[src/rtl/sram_arbiter_if.sv]
// rtl/sram_arbiter_if.sv - SRAM-like request/response port bundle
//
// Purpose: one SRAM-like port: request fields travel master -> slave,
//          accept/response signals travel slave -> master.
// Ports (signals):
//   req, wr, size[1:0], addr[31:0], wstrb[3:0], wdata[31:0]  master -> slave
//   addr_ok, data_ok, rdata[31:0]                            slave -> master
// Modports:
//   master : the side issuing requests
//   slave  : the side accepting requests and returning responses

interface sram_arbiter_if;
  logic        req;
  logic        wr;
  logic [1:0]  size;
  logic [31:0] addr;
  logic [3:0]  wstrb;
  logic [31:0] wdata;
  logic        addr_ok;
  logic        data_ok;
  logic [31:0] rdata;

  modport master (
    output req, wr, size, addr, wstrb, wdata,
    input  addr_ok, data_ok, rdata
  );

  modport slave (
    input  req, wr, size, addr, wstrb, wdata,
    output addr_ok, data_ok, rdata
  );
endinterface

[src/rtl/sram_arbiter.sv]
// rtl/sram_arbiter.sv - two-master SRAM arbiter with in-order owner FIFO
//
// Purpose: shares one downstream SRAM-like port between the instruction
//          fetch requester and the data requester. Data wins in IDLE; the
//          chosen source stays locked while it waits for addr_ok. Each
//          accepted request's owner is queued so in-order responses can be
//          steered back to the right requester.
// Parameters:
//   OUTSTANDING  maximum accepted-but-unreturned requests (>= 1)
// Ports:
//   clk        clock
//   reset      synchronous, active-high reset
//   inst_sram  slave port facing the instruction-fetch requester
//   data_sram  slave port facing the data requester
//   mem        master port facing the downstream bridge

module sram_arbiter #(
  parameter int OUTSTANDING = 2
) (
  input  logic          clk,
  input  logic          reset,
  sram_arbiter_if.slave  inst_sram,
  sram_arbiter_if.slave  data_sram,
  sram_arbiter_if.master mem
);

  localparam int PTR_W = (OUTSTANDING > 1) ? $clog2(OUTSTANDING) : 1;
  localparam int CNT_W = $clog2(OUTSTANDING + 1);
  localparam logic [PTR_W-1:0] PTR_LAST = PTR_W'(OUTSTANDING - 1);
  localparam logic [CNT_W-1:0] CNT_FULL = CNT_W'(OUTSTANDING);

  typedef enum logic [1:0] {
    IDLE   = 2'd0,
    LOCK_I = 2'd1,
    LOCK_D = 2'd2
  } state_t;

  state_t state_q, state_d;

  logic                   sel_data;
  logic                   sel_req;
  logic                   issue;
  logic                   accept;
  logic                   full;
  logic                   empty;
  logic                   pop;
  logic                   head;
  logic [OUTSTANDING-1:0] owner_q;
  logic [PTR_W-1:0]       wr_ptr_q;
  logic [PTR_W-1:0]       rd_ptr_q;
  logic [CNT_W-1:0]       count_q;

  function automatic logic [PTR_W-1:0] ptr_next(input logic [PTR_W-1:0] ptr);
    ptr_next = (ptr == PTR_LAST) ? '0 : ptr + 1'b1;
  endfunction

  assign empty = (count_q == '0);
  assign full  = (count_q == CNT_FULL);
  assign head  = owner_q[rd_ptr_q];

  // Source selection and lock FSM next state.
  always_comb begin
    sel_data = 1'b0;
    state_d  = state_q;

    case (state_q)
      LOCK_D:  sel_data = 1'b1;
      LOCK_I:  sel_data = 1'b0;
      default: sel_data = data_sram.req;
    endcase

    sel_req = sel_data ? data_sram.req : inst_sram.req;
    // A full owner FIFO blocks issue even when a pop happens this cycle,
    // so the slot being freed is never reused combinationally.
    issue   = sel_req && !full && !reset;
    accept  = issue && mem.addr_ok;

    case (state_q)
      IDLE: begin
        if (issue && !mem.addr_ok) begin
          state_d = sel_data ? LOCK_D : LOCK_I;
        end
      end
      LOCK_I, LOCK_D: begin
        if (accept) begin
          state_d = IDLE;
        end
      end
      default: state_d = IDLE;
    endcase
  end

  // Downstream request mux; fields read as zero when nothing is requested.
  always_comb begin
    mem.req   = issue;
    mem.wr    = 1'b0;
    mem.size  = 2'd0;
    mem.addr  = 32'd0;
    mem.wstrb = 4'd0;
    mem.wdata = 32'd0;
    if (sel_req) begin
      if (sel_data) begin
        mem.wr    = data_sram.wr;
        mem.size  = data_sram.size;
        mem.addr  = data_sram.addr;
        mem.wstrb = data_sram.wstrb;
        mem.wdata = data_sram.wdata;
      end else begin
        mem.wr    = inst_sram.wr;
        mem.size  = inst_sram.size;
        mem.addr  = inst_sram.addr;
        mem.wstrb = inst_sram.wstrb;
        mem.wdata = inst_sram.wdata;
      end
    end
  end

  // Responses with an empty FIFO are a downstream protocol error and are dropped.
  assign pop = mem.data_ok && !empty && !reset;

  assign inst_sram.addr_ok = accept && !sel_data;
  assign data_sram.addr_ok = accept && sel_data;
  assign inst_sram.data_ok = pop && !head;
  assign data_sram.data_ok = pop && head;
  assign inst_sram.rdata   = mem.rdata;
  assign data_sram.rdata   = mem.rdata;

  always_ff @(posedge clk) begin
    if (reset) begin
      state_q  <= IDLE;
      owner_q  <= '0;
      wr_ptr_q <= '0;
      rd_ptr_q <= '0;
      count_q  <= '0;
    end else begin
      state_q <= state_d;
      if (accept) begin
        owner_q[wr_ptr_q] <= sel_data;
        wr_ptr_q          <= ptr_next(wr_ptr_q);
      end
      if (pop) begin
        rd_ptr_q <= ptr_next(rd_ptr_q);
      end
      case ({accept, pop})
        2'b10:   count_q <= count_q + 1'b1;
        2'b01:   count_q <= count_q - 1'b1;
        default: count_q <= count_q;
      endcase
    end
  end

endmodule

[src/flat_wrapper.sv]
// flat-port wrapper written by rule: the top's interface ports become plain ports
module sram_arbiter_flat 
#(
  parameter int OUTSTANDING = 2
)
  (clk, reset, inst_sram_req, inst_sram_wr, inst_sram_size, inst_sram_addr, inst_sram_wstrb, inst_sram_wdata, inst_sram_addr_ok, inst_sram_data_ok, inst_sram_rdata, data_sram_req, data_sram_wr, data_sram_size, data_sram_addr, data_sram_wstrb, data_sram_wdata, data_sram_addr_ok, data_sram_data_ok, data_sram_rdata, mem_req, mem_wr, mem_size, mem_addr, mem_wstrb, mem_wdata, mem_addr_ok, mem_data_ok, mem_rdata);
  sram_arbiter_if inst_sram_i ();
  sram_arbiter_if data_sram_i ();
  sram_arbiter_if mem_i ();
  input  logic clk;
  input  logic reset;
  input wire logic [$bits(inst_sram_i.req)-1:0] inst_sram_req;
  input wire logic [$bits(inst_sram_i.wr)-1:0] inst_sram_wr;
  input wire logic [$bits(inst_sram_i.size)-1:0] inst_sram_size;
  input wire logic [$bits(inst_sram_i.addr)-1:0] inst_sram_addr;
  input wire logic [$bits(inst_sram_i.wstrb)-1:0] inst_sram_wstrb;
  input wire logic [$bits(inst_sram_i.wdata)-1:0] inst_sram_wdata;
  output wire logic [$bits(inst_sram_i.addr_ok)-1:0] inst_sram_addr_ok;
  output wire logic [$bits(inst_sram_i.data_ok)-1:0] inst_sram_data_ok;
  output wire logic [$bits(inst_sram_i.rdata)-1:0] inst_sram_rdata;
  input wire logic [$bits(data_sram_i.req)-1:0] data_sram_req;
  input wire logic [$bits(data_sram_i.wr)-1:0] data_sram_wr;
  input wire logic [$bits(data_sram_i.size)-1:0] data_sram_size;
  input wire logic [$bits(data_sram_i.addr)-1:0] data_sram_addr;
  input wire logic [$bits(data_sram_i.wstrb)-1:0] data_sram_wstrb;
  input wire logic [$bits(data_sram_i.wdata)-1:0] data_sram_wdata;
  output wire logic [$bits(data_sram_i.addr_ok)-1:0] data_sram_addr_ok;
  output wire logic [$bits(data_sram_i.data_ok)-1:0] data_sram_data_ok;
  output wire logic [$bits(data_sram_i.rdata)-1:0] data_sram_rdata;
  output wire logic [$bits(mem_i.req)-1:0] mem_req;
  output wire logic [$bits(mem_i.wr)-1:0] mem_wr;
  output wire logic [$bits(mem_i.size)-1:0] mem_size;
  output wire logic [$bits(mem_i.addr)-1:0] mem_addr;
  output wire logic [$bits(mem_i.wstrb)-1:0] mem_wstrb;
  output wire logic [$bits(mem_i.wdata)-1:0] mem_wdata;
  input wire logic [$bits(mem_i.addr_ok)-1:0] mem_addr_ok;
  input wire logic [$bits(mem_i.data_ok)-1:0] mem_data_ok;
  input wire logic [$bits(mem_i.rdata)-1:0] mem_rdata;
  assign inst_sram_i.req = inst_sram_req;
  assign inst_sram_i.wr = inst_sram_wr;
  assign inst_sram_i.size = inst_sram_size;
  assign inst_sram_i.addr = inst_sram_addr;
  assign inst_sram_i.wstrb = inst_sram_wstrb;
  assign inst_sram_i.wdata = inst_sram_wdata;
  assign inst_sram_addr_ok = inst_sram_i.addr_ok;
  assign inst_sram_data_ok = inst_sram_i.data_ok;
  assign inst_sram_rdata = inst_sram_i.rdata;
  assign data_sram_i.req = data_sram_req;
  assign data_sram_i.wr = data_sram_wr;
  assign data_sram_i.size = data_sram_size;
  assign data_sram_i.addr = data_sram_addr;
  assign data_sram_i.wstrb = data_sram_wstrb;
  assign data_sram_i.wdata = data_sram_wdata;
  assign data_sram_addr_ok = data_sram_i.addr_ok;
  assign data_sram_data_ok = data_sram_i.data_ok;
  assign data_sram_rdata = data_sram_i.rdata;
  assign mem_req = mem_i.req;
  assign mem_wr = mem_i.wr;
  assign mem_size = mem_i.size;
  assign mem_addr = mem_i.addr;
  assign mem_wstrb = mem_i.wstrb;
  assign mem_wdata = mem_i.wdata;
  assign mem_i.addr_ok = mem_addr_ok;
  assign mem_i.data_ok = mem_data_ok;
  assign mem_i.rdata = mem_rdata;
  sram_arbiter #(.OUTSTANDING(OUTSTANDING)) u_core (.clk(clk), .reset(reset), .inst_sram(inst_sram_i), .data_sram(data_sram_i), .mem(mem_i));
endmodule
[config.mk]
export PLATFORM = sky130hd
export DESIGN_NAME = sram_arbiter_flat
export DESIGN_NICKNAME = d
export VERILOG_FILES = /design/src/rtl/sram_arbiter_if.sv /design/src/rtl/sram_arbiter.sv /design/src/flat_wrapper.sv
export SDC_FILE = /design/constraint.sdc
export NUM_CORES = 1
export LEC_CHECK = 0
export ABC_CLOCK_PERIOD_IN_PS = 3400
export BUFFER_PORTS_ARGS = -buffer_cell sky130_fd_sc_hd__buf_2
export CAP_MARGIN = 20
export CORE_AREA = 8 8 117 119
export DETAILED_ROUTE_END_ITERATION = 16
export DIE_AREA = 0 0 125 127
export PLACE_DENSITY = 0.56
export SYNTH_ARGS = -nofsm -noshare
export SYNTH_HDL_FRONTEND = slang
export SYNTH_SLANG_ARGS = --single-unit
[constraint.sdc]
create_clock -name clk -period 3.4 [get_ports clk]
set_clock_uncertainty 0.2 [all_clocks]
set_input_delay 0.68 -clock clk [delete_from_list [all_inputs] [get_ports clk]]
set_output_delay 0.68 -clock clk [all_outputs]
set_load 0.005 [all_outputs]
==> qor.csv <==
stage;metric;value;unit
run_status;outcome;complete, no violations;
synthesis;ys_async_sr_fraction;0;%
grt;grtUsageMet1;12.4;%
synthesis;synth_edf_count;0;
drt;drcViolationCount;0;
run;cap_violations;0;
floorplanning;initial_utilization;17.2;%
min_path;whs_path_depth;2;
drt;firstDrtPassIters;4;
grt;grt_max_degree;74;
sta;tightest_slew;0.420;ns
worst_setup_path;r2r-end;u_core.count_q[1]$_SDFFE_PP0P_;
worst_setup_path;critPathMaxFanout;26;
cells_and_area;final_common_cell;buf_2;
worst_setup_path;crit_required;2.52;ns
synthesis;syn_area;2030;um^2
sta;setup_viol;0;
sta;clock.fmax;325;MHz
synthesis;synth.distinct_cells;34;
min_path;holdCritStartpoint;u_core.owner_q[0]$_SDFFE_PP0P_;
cts;clock_path_buffers;2;
floorplanning;die_area;15900;um^2
cells_and_area;synthToLayoutAreaGrowth;42.5;%
grt;met3_usage;4.49;%
synthesis;synthesis.instances;360;
cts;clkTransAtPathRegs;0.04;ns
cts;h-tree-depth;1;
cts;cts_hold_buffers;0;
cts;post_cts_buffers;0;
sta;whs;0.267;ns
sta;fin_tns_setup;0;ns
sta;final_hold_viol_count;0;
synthesis;synth_warnings;0;
sta;rsz0062_at_grt;false;
sta;slew_headroom;71.6;%
synthesis;synthFlopType;dfxtp_1;
worst_setup_path;cp-start-kind;flop;
sta;fin_crit_sh;90.4;%
grt;overflow;0;
cts;cts_num_sinks;8;
grt;grt_use_met2;23.4;%
sta;maxSlewViolCount;0;
cts;tritoncts;yes;
floorplanning;die_width;125;um
cells_and_area;final_cell_mix;buf_2, nand2_1, a21oi_1;
synthesis;synth.avg_cell_area;5.65;um^2
floorplanning;io_pins;320;
drt;ant_nets;0;
cts;clock_latency;0.23;ns
cts;cts_buffers;3;
min_path;hold_path_end;u_core.owner_q[0]$_SDFFE_PP0P_;
power_and_ir_drop;power_density;275;nW/um^2
floorplanning;coreArea;11800;um^2
power_and_ir_drop;p_leak;1.63;nW
min_path;min_path_type;reg2reg;
place;port_buffers;223;
grt;antenna_found_initial;0;
grt;groute.usage.overall;12.0;%
worst_setup_path;reg2regPathDepth;9;
sta;period_needed;3.07;ns
cells_and_area;drive_above_1_share;47.9;%
floorplanning;row_count;40;
cells_and_area;nets;688;
grt;grt_pass1_vias;2688;
worst_setup_path;crit_type;reg2out;
synthesis;synth.ff_latch_count;8;
drt;vias;2773;
grt;grt_pass1_wl;15500;um
cts;cts_resized;0;
floorplanning;die_h;127;um
worst_setup_path;r2r_slack;0.71;ns
place;place_congestion;0.779;
power_and_ir_drop;ir_worst_vdd;0.290;mV
drt;first_iter_violations;107;
cells_and_area;nFillCells;1356;
place;place_hpwl;8980;um
grt;grt_busiest_layer;met2;
worst_setup_path;r2r-start;u_core.state_q[1]$_SDFFE_PP0P_;
drt;wl_per_cell;16.6;um
drt;vias_per_cell;4.27;
cells_and_area;antenna_cells;0;
worst_setup_path;worstPathArrival;2.19;ns
synthesis;yosysSeqAreaShare;7.88;%
cts;cts_root_buffer;clkbuf_16;
worst_setup_path;end_kind;output port;
synthesis;mappedNetlistNets;543;
drt;postRouteWirelength;10800;um
-- power breakdown --
group | switching [mW] | total [mW] | internal (mW)
clock network | 0.0407 | 0.192 | 0.151
registers | 0.00697 | 0.109 | 0.102
logic | 0.263 | 0.495 | 0.232
total | 0.311 | 0.796 | 0.485
-- logic make-up after synthesis --
group / after synthesis / share of synthesized area [%]
simple gates: 161 / 31.5
buf+inv: 95 / 31.1
compound gates: 86 / 24.1
flops: 8 / 7.88
mux: 4 / 2.28
xor+xnor: 3 / 1.29
fa+ha+maj: 3 / 1.85
-- how the worst max path moves through the flow --
stage | from | end | slack (ns)
floorplan | data_sram_req | mem_wdata[22] | 0.94
global placement | u_core.state_q[1]$_SDFFE_PP0P_ | mem_wr | 0.56
detailed placement | u_core.state_q[1]$_SDFFE_PP0P_ | mem_wr | 0.55
CTS | u_core.state_q[1]$_SDFFE_PP0P_ | mem_wr | 0.31
global route | u_core.state_q[1]$_SDFFE_PP0P_ | mem_wr | 0.19
finish | u_core.state_q[1]$_SDFFE_PP0P_ | mem_wr | 0.33
-- flip-flops by register name, summed over array words and instances, names as in the netlist --
register / cells
u_core.count_q: 2
u_core.owner_q: 2
u_core.state_q: 2
u_core.rd_ptr_q: 1
u_core.wr_ptr_q: 1
-- critical path, cell delays in order (launching register included) --
cell,delay [ns]
dfxtp_1,0.34
inv_1,0.05
ha_1,0.45
or3b_4,0.46
o21ai_4,0.09
buf_4,0.31
a21oi_1,0.11
buf_2,0.15
-- layer usage --
layer	wire length, um	vias up	share of wire (%)
met5	0	-	0
met4	0	0	0
met3	1110	0	10
met2	5570	185	52
met1	4080	1200	38
li1	-	1388	-
-- through the flow --
step / utilization, % / worst slack, ns / std cells / instance area [um^2] / power [mW]
floorplan: - / 0.938 / 360 / 2030 / 0.418
detailed placement: 23.9 / 0.552 / 647 / 2820 / 0.615
finish: 24.5 / 0.326 / 650 / 2900 / 0.796
global route: 24.5 / 0.192 / 650 / 2900 / 0.864
global placement: 23.9 / 0.559 / 647 / 2820 / 0.616
CTS: 24.5 / 0.310 / 650 / 2900 / 0.813
-- cell usage after synthesis (2+ instances only) --
cell,instances,area (um^2)
buf_2,23,115
buf_4,64,480
o21a_1,2,15.0
nand2_1,144,541
mux2_2,2,22.5
nor2_1,7,26.3
o21ai_0,3,15.0
a21oi_1,73,365
xor2_1,2,17.5
ha_1,3,37.5
inv_1,6,22.5
dfxtp_1,8,160
nor2b_1,2,12.5
-- area by class of cell --
type,instances,area [um^2],area share (%)
repair buffers,229,1200,41.4
well taps,147,184,6.35
inverters,6,22.5,0.778
multi-input cells,257,1260,43.4
clock buffers,3,75.1,2.59
flip-flops and latches,8,160,5.53
No activity file was read; power rests on OpenSTA's default activity.
